[src/rtl/cache_miss_ctrl.sv]
// -----------------------------------------------------------------------------
// cache_miss_ctrl
// Direct-mapped, 16-line, one-word-per-line cache controller. Read hits are
// answered in the same cycle. Read misses refill the line from memory. Writes
// are write-through and write-allocate. Hit and miss counters saturate.
//
// Ports
//   clk, rst               : clock, synchronous active-high reset
//   req, ALU_Out, DataW, RW: CPU access (held stable by the CPU while stall=1)
//   DataR, stall           : load data and CPU stall
//   mem_req/mem_we/mem_addr/mem_wdata, mem_ack/mem_rdata : memory handshake
//   hit_cnt, miss_cnt      : saturating access statistics
// -----------------------------------------------------------------------------
`timescale 1ns/1ps
module cache_miss_ctrl #(
  parameter int CNT_W = 16
) (
  input  logic             clk,
  input  logic             rst,
  input  logic             req,
  input  logic [31:0]      ALU_Out,
  input  logic [31:0]      DataW,
  input  logic             RW,
  output logic [31:0]      DataR,
  output logic             stall,
  output logic             mem_req,
  output logic             mem_we,
  output logic [31:0]      mem_addr,
  output logic [31:0]      mem_wdata,
  input  logic             mem_ack,
  input  logic [31:0]      mem_rdata,
  output logic [CNT_W-1:0] hit_cnt,
  output logic [CNT_W-1:0] miss_cnt
);

  localparam logic [1:0] IDLE      = 2'd0;
  localparam logic [1:0] READ_MEM  = 2'd1;
  localparam logic [1:0] WRITE_MEM = 2'd2;
  localparam logic [1:0] DONE      = 2'd3;

  localparam logic [CNT_W-1:0] CNT_MAX = {CNT_W{1'b1}};
  localparam logic [CNT_W-1:0] CNT_ONE = {{(CNT_W-1){1'b0}}, 1'b1};

  logic [1:0]       state_r;
  logic [15:0]      valid_r;
  logic [25:0]      tag_r  [16];
  logic [31:0]      data_r [16];
  logic [29:0]      addr_r;     // word address latched when leaving IDLE
  logic [31:0]      wdata_r;    // store data latched when leaving IDLE
  logic [31:0]      result_r;
  logic [CNT_W-1:0] hit_cnt_r;
  logic [CNT_W-1:0] miss_cnt_r;

  logic [3:0]       idx_s;
  logic [25:0]      tag_s;
  logic             hit_s;
  logic [3:0]       fill_idx_s;
  logic             fill_s;
  logic             unused_s;

  assign idx_s      = ALU_Out[5:2];
  assign tag_s      = ALU_Out[31:6];
  assign hit_s      = req & valid_r[idx_s] & (tag_r[idx_s] == tag_s);
  assign fill_idx_s = addr_r[3:0];
  // Line update happens only on the ack cycle and never while reset is applied.
  assign fill_s     = ~rst & mem_ack & ((state_r == READ_MEM) | (state_r == WRITE_MEM));
  assign unused_s   = ^ALU_Out[1:0];

  assign hit_cnt  = hit_cnt_r;
  assign miss_cnt = miss_cnt_r;

  // Control state, valid bits, latched request, result and statistics.
  always_ff @(posedge clk) begin
    if (rst) begin
      state_r    <= IDLE;
      valid_r    <= 16'h0000;
      addr_r     <= 30'd0;
      wdata_r    <= 32'h0000_0000;
      result_r   <= 32'h0000_0000;
      hit_cnt_r  <= {CNT_W{1'b0}};
      miss_cnt_r <= {CNT_W{1'b0}};
    end else begin
      case (state_r)
        IDLE: begin
          if (req) begin
            if (hit_s) begin
              if (hit_cnt_r != CNT_MAX) hit_cnt_r <= hit_cnt_r + CNT_ONE;
            end else begin
              if (miss_cnt_r != CNT_MAX) miss_cnt_r <= miss_cnt_r + CNT_ONE;
            end
            if (RW | ~hit_s) begin
              addr_r  <= ALU_Out[31:2];
              wdata_r <= DataW;
              state_r <= RW ? WRITE_MEM : READ_MEM;
            end
          end
        end
        READ_MEM: begin
          if (mem_ack) begin
            valid_r[fill_idx_s] <= 1'b1;
            result_r            <= mem_rdata;
            state_r             <= DONE;
          end
        end
        WRITE_MEM: begin
          if (mem_ack) begin
            valid_r[fill_idx_s] <= 1'b1;
            result_r            <= wdata_r;
            state_r             <= DONE;
          end
        end
        DONE:    state_r <= IDLE;
        default: state_r <= IDLE;
      endcase
    end
  end

  // Line tag/data storage; written only on an accepted memory ack.
  always_ff @(posedge clk) begin
    if (fill_s) begin
      tag_r[fill_idx_s]  <= addr_r[29:4];
      data_r[fill_idx_s] <= (state_r == WRITE_MEM) ? wdata_r : mem_rdata;
    end
  end

  // CPU-side and memory-side outputs decoded from the current state.
  always_comb begin
    DataR     = 32'h0000_0000;
    stall     = 1'b0;
    mem_req   = 1'b0;
    mem_we    = 1'b0;
    mem_addr  = 32'h0000_0000;
    mem_wdata = 32'h0000_0000;
    case (state_r)
      IDLE: begin
        if (req) begin
          stall = RW | ~hit_s;
          if (hit_s & ~RW) begin
            DataR = data_r[idx_s];
          end else begin
            DataR = 32'h0000_0000;
          end
        end else begin
          stall = 1'b0;
        end
      end
      READ_MEM: begin
        stall    = 1'b1;
        mem_req  = 1'b1;
        mem_addr = {addr_r, 2'b00};
      end
      WRITE_MEM: begin
        stall     = 1'b1;
        mem_req   = 1'b1;
        mem_we    = 1'b1;
        mem_addr  = {addr_r, 2'b00};
        mem_wdata = wdata_r;
      end
      DONE: begin
        DataR = result_r;
      end
      default: begin
        DataR = 32'h0000_0000;
      end
    endcase
  end

endmodule

[config.mk]
export PLATFORM = sky130hd
export DESIGN_NAME = cache_miss_ctrl
export DESIGN_NICKNAME = d
export VERILOG_FILES = /design/src/rtl/cache_miss_ctrl.sv
export SDC_FILE = /design/constraint.sdc
export NUM_CORES = 1
export LEC_CHECK = 0
export BUFFER_PORTS_ARGS = -buffer_cell sky130_fd_sc_hd__buf_2
export CAP_MARGIN = 20
export CORE_ASPECT_RATIO = 2
export CORE_MARGIN = 2
export CORE_UTILIZATION = 31
export DETAILED_ROUTE_END_ITERATION = 10
export SLEW_MARGIN = 5
export SYNTH_ARGS = -nofsm -noshare
export SYNTH_HDL_FRONTEND = slang
export SYNTH_SLANG_ARGS = --single-unit
[constraint.sdc]
create_clock -name clk -period 6.65 [get_ports clk]
set_input_delay 1.995 -clock clk [delete_from_list [all_inputs] [get_ports clk]]
set_output_delay 1.995 -clock clk [all_outputs]
set_load 0.02 [all_outputs]
==> results_dict.tcl <==
set metrics [dict create \
    violations "setup timing" \
    status "finished, violations left" \
    setup_ws_ps -740 \
    synth.top_cells.by_area "edfxtp_1 64%, mux4_2 13%, dfxtp_1 6.7%" \
    die_x_um 268 \
    synth_top_area_cell "edfxtp_1" \
    die_h_um 533 \
    drt-total-wl_mm 116 \
    ir_worst_vdd_mv 0.242 \
    crit_fanout 7 \
    port_buffers 227 \
    critical_path.cell_chain "buf_16, buf_16, buf_12, mux2i_1, mux4_2, mux2i_4, xnor2_2, nand4_1, and4b_1, buf_6, nand4_4, or3_4, buf_12, buf_12, o21ai_4, buf_6" \
    hp-class "register to register" \
    cts_hold_buffers 0 \
    io_pins 232 \
    critPathLaunchType "primary input" \
    slew_violations 0 \
    cts_buffer_depth 3 \
    antenna_found_initial 6 \
    rsz0062_at_grt "yes" \
    crit_path_frequent_cell "buf_12" \
    cp-end-kind "output pin" \
    crit_type "primary input to output pin" \
    p_per_area_nw_per_um2 310 \
    crit_buf_inv 7 \
    final_layout_size_suffix_gt1_share_pct 34.0 \
    place_area_um2 48300 \
    rows 194 \
    clock_latency_ps 730 \
    finalCritPeriodShare_pct 111 \
    grt_pass1_wl_mm 166 \
    die_area_um2 143000 \
    stdcell_area_um2 52600 \
    core-area_um2 139000 \
    post-synth-top-area-fraction_pct 64.3 \
    synth_area_um2 43300 \
    avgViaCountPerCell 4.92 \
    placedCellCount 4545 \
    avgSynthCellArea_um2 18.1 \
    num-nets-final 2917 \
    grt_start_max_net_pins 82 \
    finalSetupTns_ps -21860 \
    fin_util_pct 37.7 \
    setup_viol 33 \
    start_util_pct 31.1 \
    fin_crit_ps 7390 \
    netlist_instances 2398 \
    track_usage_pct 16.1 \
    remaining_drc_errors 0 \
    slowest_stage "mux4_2" \
    ant_nets 0 \
    cts_buffers 99 \
    gr-total-overflow 0 \
    gp_congestion 0.798 \
    synth_common_cells "928 x edfxtp_1, 248 x mux4_2, 207 x nand2_1" \
    ys_seq_elements 1072 \
    yosysSeqAreaShare_pct 71.0 \
    cp_slowest_stage_delay_ps 510 \
    synth_flop_cell "edfxtp_1" \
    async_reset_ff_share_pct 0 \
    root_buffer "clkbuf_16" \
    leakage_nw 18.2 \
    dpl.hpwl_mm 69.3 \
    yosys_warnings 0 \
    tritoncts "built" \
    grt_pass1_vias 24328 \
    fin_worst_skew_ps 43.7 \
    stdcell_count 4752 \
    fmax_mhz 135 \
    power_mw 16.3 \
    synth-edff-count 928 \
    cp_data_required_time_ps 4660 \
    maxCapViolations 0 \
    synth_most_common_cell "edfxtp_1" \
    arrival_ps 5390 \
    clkSinkCount 1072 \
    path_delay_family "buffers and inverters" \
    synthDistinctLibCells 75 \
    firstDrtPassIters 5 \
    avgRoutedWirePerCell_um 24.3 \
    vias 23400 \
    worst_pin_slew_ps 1030 \
    htreeDepth 3 \
    slew_headroom_pct 31.3 \
    syn_to_final_growth_pct 21.3 \
    hold_viol_final 0 \
    drt_iter0_drc 1704 \
    path_clk_slew_ps 60 \
]
-- flip-flops by register name, indices dropped and copies added, names as in the netlist, 16 cells and up --
name	cells
addr_r	30
data_r	512
hit_cnt	16
miss_cnt	16
result_r	32
tag_r	416
valid_r	16
wdata_r	32
-- layout by cell type (no fill, tap or decap), types with 6 or more instances in the layout --
cell type     n
a21o_1       17
a21oi_1      16
a22oi_1      11
and2_1       66
and3_1        9
buf_12       27
buf_2       190
buf_4       170
buf_6        48
bufinv_16    14
clkbuf_1     25
clkbuf_16   100
clkinv_1     14
clkinv_2     10
clkinvlp_4    6
dfxtp_1     144
edfxtp_1    928
inv_1        44
mux2_1       12
mux2_2       43
mux2i_1     144
mux4_1        9
mux4_2      249
nand2_1     205
nand2b_1     10
nand3_1      29
nand4_1      10
nor2_1       82
nor2_4       16
nor2b_1      23
nor3_1       11
nor4_1        6
o21ai_0       8
o21ai_4      33
or3_1         6
xnor2_1      14
-- worst reg2reg max path, stage by stage, from the launching register on --
cell and delay [ps]:
edfxtp_1 380, mux4_2 480, mux4_2 550, xnor2_2 200
buf_6 150, nand3_4 80, nor4_4 290, buf_6 170
buf_4 120, buf_6 90, nand3_4 80, o21ai_4 170
buf_4 540, buf_4 690, mux2i_1 330
-- path summary, 6_finish.rpt --
kind | startpoint | endpoint | slack [ps] | depth (start not counted)
max | ALU_Out[4] | DataR[20] | -740 | 16
max reg2reg | tag_r[11][22]$_DFFE_PP_ | addr_r[25]$_SDFFE_PP0P_ | 2250 | 14
min | valid_r[3]$_SDFFE_PP0P_ | valid_r[3]$_SDFFE_PP0P_ | 450 | 1
min reg2reg | valid_r[3]$_SDFFE_PP0P_ | valid_r[3]$_SDFFE_PP0P_ | 450 | 1
-- through the flow --
stage	worst slack, ps	hold slack [ps]
after floorplan	-33.2	418
after global placement	-1010	424
after detailed placement	-1020	436
after CTS	-847	452
after global routing	-830	464
final	-740	451
-- report_power, final --
| group | internal [mW] | total [mW] | switching, mW |
|---|---|---|---|
| Combinational | 0.786 | 2.20 | 1.41 |
| Sequential | 7.93 | 8.16 | 0.232 |
| Clock | 3.36 | 5.91 | 2.55 |
-- final cells by class --
| type | count | area, um2 |
|---|---|---|
| Clock buffer | 129 | 2640 |
| Sequential cell | 1072 | 30700 |
| Clock inverter | 51 | 699 |
| Multi-Input combinational cell | 1144 | 12400 |
| Antenna cell | 2 | 5.00 |
| Fill cell | 12889 | 86800 |
| Timing Repair Buffer | 444 | 3520 |
| Inverter | 48 | 184 |
| Tap cell | 1862 | 2330 |
-- what timing repair did --
action	CTS	global route
pin swaps	17	19
setup buffers	19	4
resized for setup	122	23
gates cloned	1	1
endpoints found under the setup margin	33	33
-- routing by layer --
| layer | vias to the layer above | routed length [um] | share of wire [%] | global-route usage, % |
|---|---|---|---|---|
| li1 | 10259 | - | - | - |
| met1 | 12295 | 44900 | 39 | 19.1 |
| met2 | 680 | 61500 | 53 | 29.4 |
| met3 | 162 | 5670 | 4.9 | 1.99 |
| met4 | 4 | 3550 | 3.1 | 6.18 |
| met5 | - | 30 | 0.026 | 0 |
-- cells by family (layout without fill, tap and decap cells) --
logic type | after synthesis | after routing | synth area share (%)
flops | 1072 | 1072 | 71.0
buf+inv | 183 | 672 | 2.09
compound gates | 133 | 133 | 2.05
mux | 465 | 465 | 18.5
fa+ha+maj | 7 | 7 | 0.202
xor+xnor | 25 | 25 | 0.505
other cells | 1 | 4 | 0.00866
simple gates | 512 | 512 | 5.72
Power figures use the tool's default switching activity.
